$ cat src/rtl/seq_divider.sv
// rtl/seq_divider.sv - multi-cycle unsigned restoring divider, one quotient bit per clock
// Results are latched on entry to DONE and held until the next completed division.
module seq_divider #(
  parameter int WIDTH = 8
) (
  input  logic             clk,
  input  logic             rst_n,
  input  logic             start,
  input  logic [WIDTH-1:0] dividend,
  input  logic [WIDTH-1:0] divisor,
  output logic             busy,
  output logic             done,
  output logic [WIDTH-1:0] quotient,
  output logic [WIDTH-1:0] remainder,
  output logic             div_by_zero
);

  localparam int CW = $clog2(WIDTH + 1);

  typedef enum logic [1:0] {
    S_IDLE,
    S_RUN,
    S_DONE
  } state_t;

  state_t           r_state;
  state_t           w_state_nxt;
  logic [CW-1:0]    r_count;
  logic [WIDTH-1:0] r_rem;
  logic [WIDTH-1:0] r_q;
  logic [WIDTH-1:0] r_dividend;
  logic [WIDTH-1:0] r_divisor;
  logic             r_zero;
  logic [WIDTH-1:0] r_quot;
  logic [WIDTH-1:0] r_remd;
  logic             r_dbz;

  logic [WIDTH:0]   w_rem_shift;
  logic [WIDTH-1:0] w_rem_diff;
  logic             w_ge;
  logic [WIDTH-1:0] w_rem_next;
  logic [WIDTH-1:0] w_q_next;

  // A restored remainder is always below the divisor, so only the shifted
  // value needs the extra bit; the difference always fits in WIDTH bits.
  assign w_rem_shift = {r_rem, r_q[WIDTH-1]};
  assign w_ge        = (w_rem_shift >= {1'b0, r_divisor});
  assign w_rem_diff  = w_rem_shift[WIDTH-1:0] - r_divisor;
  assign w_rem_next  = w_ge ? w_rem_diff : w_rem_shift[WIDTH-1:0];
  assign w_q_next    = {r_q[WIDTH-2:0], w_ge};

  always_ff @(posedge clk) begin
    if (!rst_n) begin
      r_state <= S_IDLE;
    end else begin
      r_state <= w_state_nxt;
    end
  end

  // A zero divisor loads a zero step count, so it leaves RUN after one clock.
  always_comb begin
    w_state_nxt = r_state;
    case (r_state)
      S_IDLE:  if (start) w_state_nxt = S_RUN;
      S_RUN:   if (r_count == '0) w_state_nxt = S_DONE;
      S_DONE:  w_state_nxt = S_IDLE;
      default: w_state_nxt = S_IDLE;
    endcase
  end

  always_ff @(posedge clk) begin
    if (!rst_n) begin
      r_count    <= '0;
      r_rem      <= '0;
      r_q        <= '0;
      r_dividend <= '0;
      r_divisor  <= '0;
      r_zero     <= 1'b0;
      r_quot     <= '0;
      r_remd     <= '0;
      r_dbz      <= 1'b0;
    end else begin
      case (r_state)
        S_IDLE: begin
          if (start) begin
            r_dividend <= dividend;
            r_divisor  <= divisor;
            r_rem      <= '0;
            r_q        <= dividend;
            r_zero     <= (divisor == '0);
            r_count    <= (divisor == '0) ? '0 : CW'(WIDTH);
          end
        end
        S_RUN: begin
          if (r_count != '0) begin
            r_rem   <= w_rem_next;
            r_q     <= w_q_next;
            r_count <= r_count - 1'b1;
          end else begin
            r_quot <= r_zero ? '1 : r_q;
            r_remd <= r_zero ? r_dividend : r_rem;
            r_dbz  <= r_zero;
          end
        end
        default: ;
      endcase
    end
  end

  assign busy        = (r_state != S_IDLE);
  assign done        = (r_state == S_DONE);
  assign quotient    = r_quot;
  assign remainder   = r_remd;
  assign div_by_zero = r_dbz;

endmodule

$ cat config.mk
export PLATFORM = sky130hd
export DESIGN_NAME = seq_divider
export DESIGN_NICKNAME = d
export VERILOG_FILES = /design/src/rtl/seq_divider.sv
export SDC_FILE = /design/constraint.sdc
export NUM_CORES = 1
export LEC_CHECK = 0
export BUFFER_PORTS_ARGS = -buffer_cell sky130_fd_sc_hd__buf_2
export CAP_MARGIN = 20
export CORE_AREA = 2 2 73 75
export DETAILED_ROUTE_END_ITERATION = 16
export DIE_AREA = 0 0 75 77
export GPL_ROUTABILITY_DRIVEN = 0
export MAX_ROUTING_LAYER = met4
export PLACE_DENSITY_LB_ADDON = 0.3
export SYNTH_ARGS = -nofsm -noshare
export SYNTH_HDL_FRONTEND = slang
export SYNTH_SLANG_ARGS = --single-unit
$ cat constraint.sdc
create_clock -name clk -period 3.25 [get_ports clk]
set_input_delay 0.65 -clock clk [delete_from_list [all_inputs] [get_ports clk]]
set_output_delay 0.65 -clock clk [all_outputs]
set_load 0.02 [all_outputs]
# Yosys cells after proc, flatten, opt, wreduce, memory -nomap -nowiden
# Cells that the tools add are included.
# classes
reduce_logical	10
bitwise_logic	1
muxes	16
magnitude_cmp	1
n_eq_ne	5
add_sub_neg	2
# op_table
cell	count
2-to-1 mux 8 bit	7
case mux 8 bit (2 select lines)	2
2-to-1 mux 4 bit	3
greater-or-equal comparator 9 x 8 -> 1 bit	1
zero test 8 bit	1
case mux 4 bit (2 select lines)	1
subtractor 8 bit	1
inequality test 2 bit (second input constant)	3
AND reduction 2 bit	3
zero test 4 bit	1
2-to-1 mux 2 bit	2
case mux 2 bit (2 select lines)	1
nonzero test 2 bit	2
nonzero test 4 bit	1
subtractor 4 x 1 -> 4 bit (second input constant)	1
AND reduction 3 bit	1
equality test 2 x 1 -> 1 bit (second input constant)	1
equality test 2 bit (second input constant)	1
zero test 2 bit	1
NOT 1 bit	1
# totals
elab_cells	45
input_bits	19
regBits	56

# Depth between registers and ports, before layout
# logic_depth
depth_word	4
mapped_depth	8

# Least setup slack after synthesis
# OpenSTA, ideal clock, no wires.
# synth_path
kind	register to register
startpoint	reg r_divisor[6]
endpoint	reg r_rem[7]
period_less_slack_ns	1.777
t_required_ns	3.154
n_path_buf	0
stages_incl_launch_ff	8
setup_ns	0.096
path_slack_ns	1.473
t_arrival_ns	1.681
cell_sequence	dfxtp_1 inv_1 ha_1 a21o_1 a211oi_4 o21a_4 nor3_1 o41ai_2
# synth_via
elab_chain_len	4
word_cells_on_any_way	5
cone_classes	add/sub: 1; order compare: 1; mux: 3
# synth_lines
element	line_no	source
start, declared	32	logic [WIDTH-1:0] r_divisor;
start signal, assigned	87	r_divisor <= divisor;
subtractor 8 bit / greater-or-equal comparator 9 x 8 -> 1 bit (equally long branches)	48, 47	
2-to-1 mux 8 bit (*)	49	assign w_rem_next = w_ge ? w_rem_diff : w_rem_shift[WIDTH-1:0];
2-to-1 mux 8 bit (*)	95	if (r_count != '0) begin
case mux 8 bit (2 select lines) (*)	83	case (r_state)
end signal, assigned	96	r_rem <= w_rem_next;
end, declared	29	logic [WIDTH-1:0] r_rem;
# Every way passes the cells marked *; elsewhere a longest branch is shown, timed or not. The select of a mux whose other input is x is not followed.
# A chain may end at the register's enable or synchronous reset.

# Worst setup path after layout
# layout_path
startpoint	reg r_rem[3]
endpoint	reg r_rem[2]
# layout_via
elab_chain_len	4
# layout_lines
element	line_no	source
greater-or-equal comparator 9 x 8 -> 1 bit	47	assign w_ge = (w_rem_shift >= {1'b0, r_divisor});
2-to-1 mux 8 bit	49	
2-to-1 mux 8 bit	95	
case mux 8 bit (2 select lines)	83	
# Every way passes these cells. The select of a mux whose other input is x is not followed.

==> results.tsv <==
metric	value	unit
skew	6.54	ps
clkTransAtPathRegs	100	ps
die_x	75	um
p_per_area	559	nW/um2
antenna_found_initial	0	
syn_inst	329	
syn_to_final_growth	11.5	%
insertion_delay	320	ps
fmax	0.500	GHz
highest_layer	met4	
finalSetupTns	0	ps
holdBufCountCts	0	
min_period_over_period	61.6	%
final_area	2980	um2
cts_buffers	5	
routedWlPerCell	14.1	um
fin_ws	1250	ps
grt_pass1_wl	10200	um
n_antenna_cell	0	
relSlewSlack	42.0	%
core	4980	um2
synth_top_cell_area_share	42.0	%
rsz0062_at_grt	no	
grt_util_all_layers	23.2	%
synth_area_leader_cell	dfxtp_1	
synth-edff-count	0	
grt_start_max_net_pins	48	
rows	26	
outcome	complete, no violations	
routed_wl	6060	um
drtAntennaViolNets	0	
cts_tree	done	
cts.sinks	56	
maxCapViolCount	0	
place_ws	1210	ps
grt_pass1_vias	2210	
finalHoldViolCount	0	
whs_path_depth	2	
r2r_cells	6	
route.met3.wl	275	um
start_kind	flop	
leakagePower	1.16	nW
period_minus_slack	2000	ps
crit_type	reg2reg	
nNetsFinal	390	
layout.cells.most_common	nand2_1	
synth_cell_types	51	
syn_area_per_cell	8.11	um2
port_buffers	37	
arrival	2230	ps
clock_path_buffers	2	
clockRootBuffer	clkbuf_8	
synth_ff_type	dfxtp_1	
h-tree-depth	2	
reg2reg_slack	1250	ps
placed_area	2890	um2
ys_ff_latch	56	
min_path_type	reg2reg	
final_cell_mix	62 x nand2_1, 56 x dfxtp_1, 37 x buf_2	
end_kind	flop	
drive_gt1_share	16.3	%
overflow	0	
wl_met2	2880	um
slew_viol_final	0	
boundaryPins	38	
synthTopCellsByArea	dfxtp_1 42%, nand2_1 8.7%, a21oi_1 4.9%	
start_util	53.6	%
ir_drop	329	uV
ys_warn_count	0	
syn-cell-area	2670	um2
drc	0	
final-setup-viol-count	0	
worst_slew_pin_slew	868	ps
post-cts-setup-buffers	0	
dp_hpwl	4440	um
cp_max_fo	9	
hold_ws	462	ps
syn-num-nets	359	
avgViaCountPerCell	5.51	
vias	2374	
cts_resized	0	
first_pass_iters	4	
synthArstFlopShare	0	%
yosysSeqAreaShare	42.0	%
die-area	5780	um2
drt_iter0_drc	134	
fp.dieH	77	um
fin_util	59.8	%
critPathRequiredTime	3480	ps
met1_length	2820	um
stage by stage:
stage / instances / power, mW
after CTS: 431 / 1.67
after global routing: 431 / 1.76
final: 431 / 1.66
after detailed placement: 423 / 1.29
after global placement: 423 / 1.28
after floorplan: 329 / 1.17
area by class of cell:
class	count	area (um2)
Clock buffer	6	72.6
Clock inverter	2	16.3
Fill cell	481	2000
Inverter	17	63.8
Multi-Input combinational cell	242	1420
Sequential cell	56	1120
Tap cell	70	87.6
Timing Repair Buffer	38	193
logic make-up (layout without fill, tap and decap cells):
kind of cell             count (synthesis)  count (layout)  synth area share, %
AND/OR/NAND/NOR                        148             148                 25.3
AO/OA/AOI/OAI                           74              74                 19.4
flip-flops                              56              56                 42.0
buffers and inverters                   31              63                 4.69
adder cells (fa/ha/maj)                 11              11                 5.44
multiplexers                             5               5                 1.88
XOR/XNOR                                 4               4                 1.31
power breakdown:
group | internal [mW] | leakage, nW | switching (mW)
clock network | 0.154 | 0.0414 | 0.228
logic | 0.177 | 0.661 | 0.314
registers | 0.748 | 0.458 | 0.0411
worst max-delay path, stage by stage, from the launching register on:
cell and delay, ps:
dfxtp_1 360, ha_1 400, a21oi_1 130, and2_0 250
a21oi_2 420, o2111ai_1 230, o311ai_1 120
Yosys cell counts, types with 3 or more instances:
master and count:
nor3_1 23, ha_1 10, nand3_1 10, buf_2 4, o31ai_1 3, nor2b_1 4
a21oi_1 26, mux2i_1 5, a311oi_1 3, clkbuf_1 8, dfxtp_1 56, nor2_1 30
a211oi_1 5, nand2b_1 3, xor2_1 3, a31oi_1 7, inv_1 17, o311ai_1 3
nand2_1 62, o21ai_0 7, o211ai_1 6
sequential cells by signal (all words and copies together) (netlist names):
signal	count
div_by_zero	1
r_rem	8
r_divisor	8
remainder	8
r_dividend	8
r_state	2
quotient	8
r_count	4
r_q	8
r_zero	1
worst paths after layout:
path | from | to
max | r_rem[3] | r_rem[2]
min | r_dividend[5] | r_dividend[5]
max reg2reg | r_rem[3] | r_rem[2]
min reg2reg | r_dividend[5] | r_dividend[5]
metal layers:
layer / global-route usage [%] / up-vias
met2: 36.4 / 57
met4: 6.43 / 0
met3: 3.55 / 7
met1: 30.9 / 1104
li1: - / 1206
met5: - / -
Power figures use the tool's default switching activity.
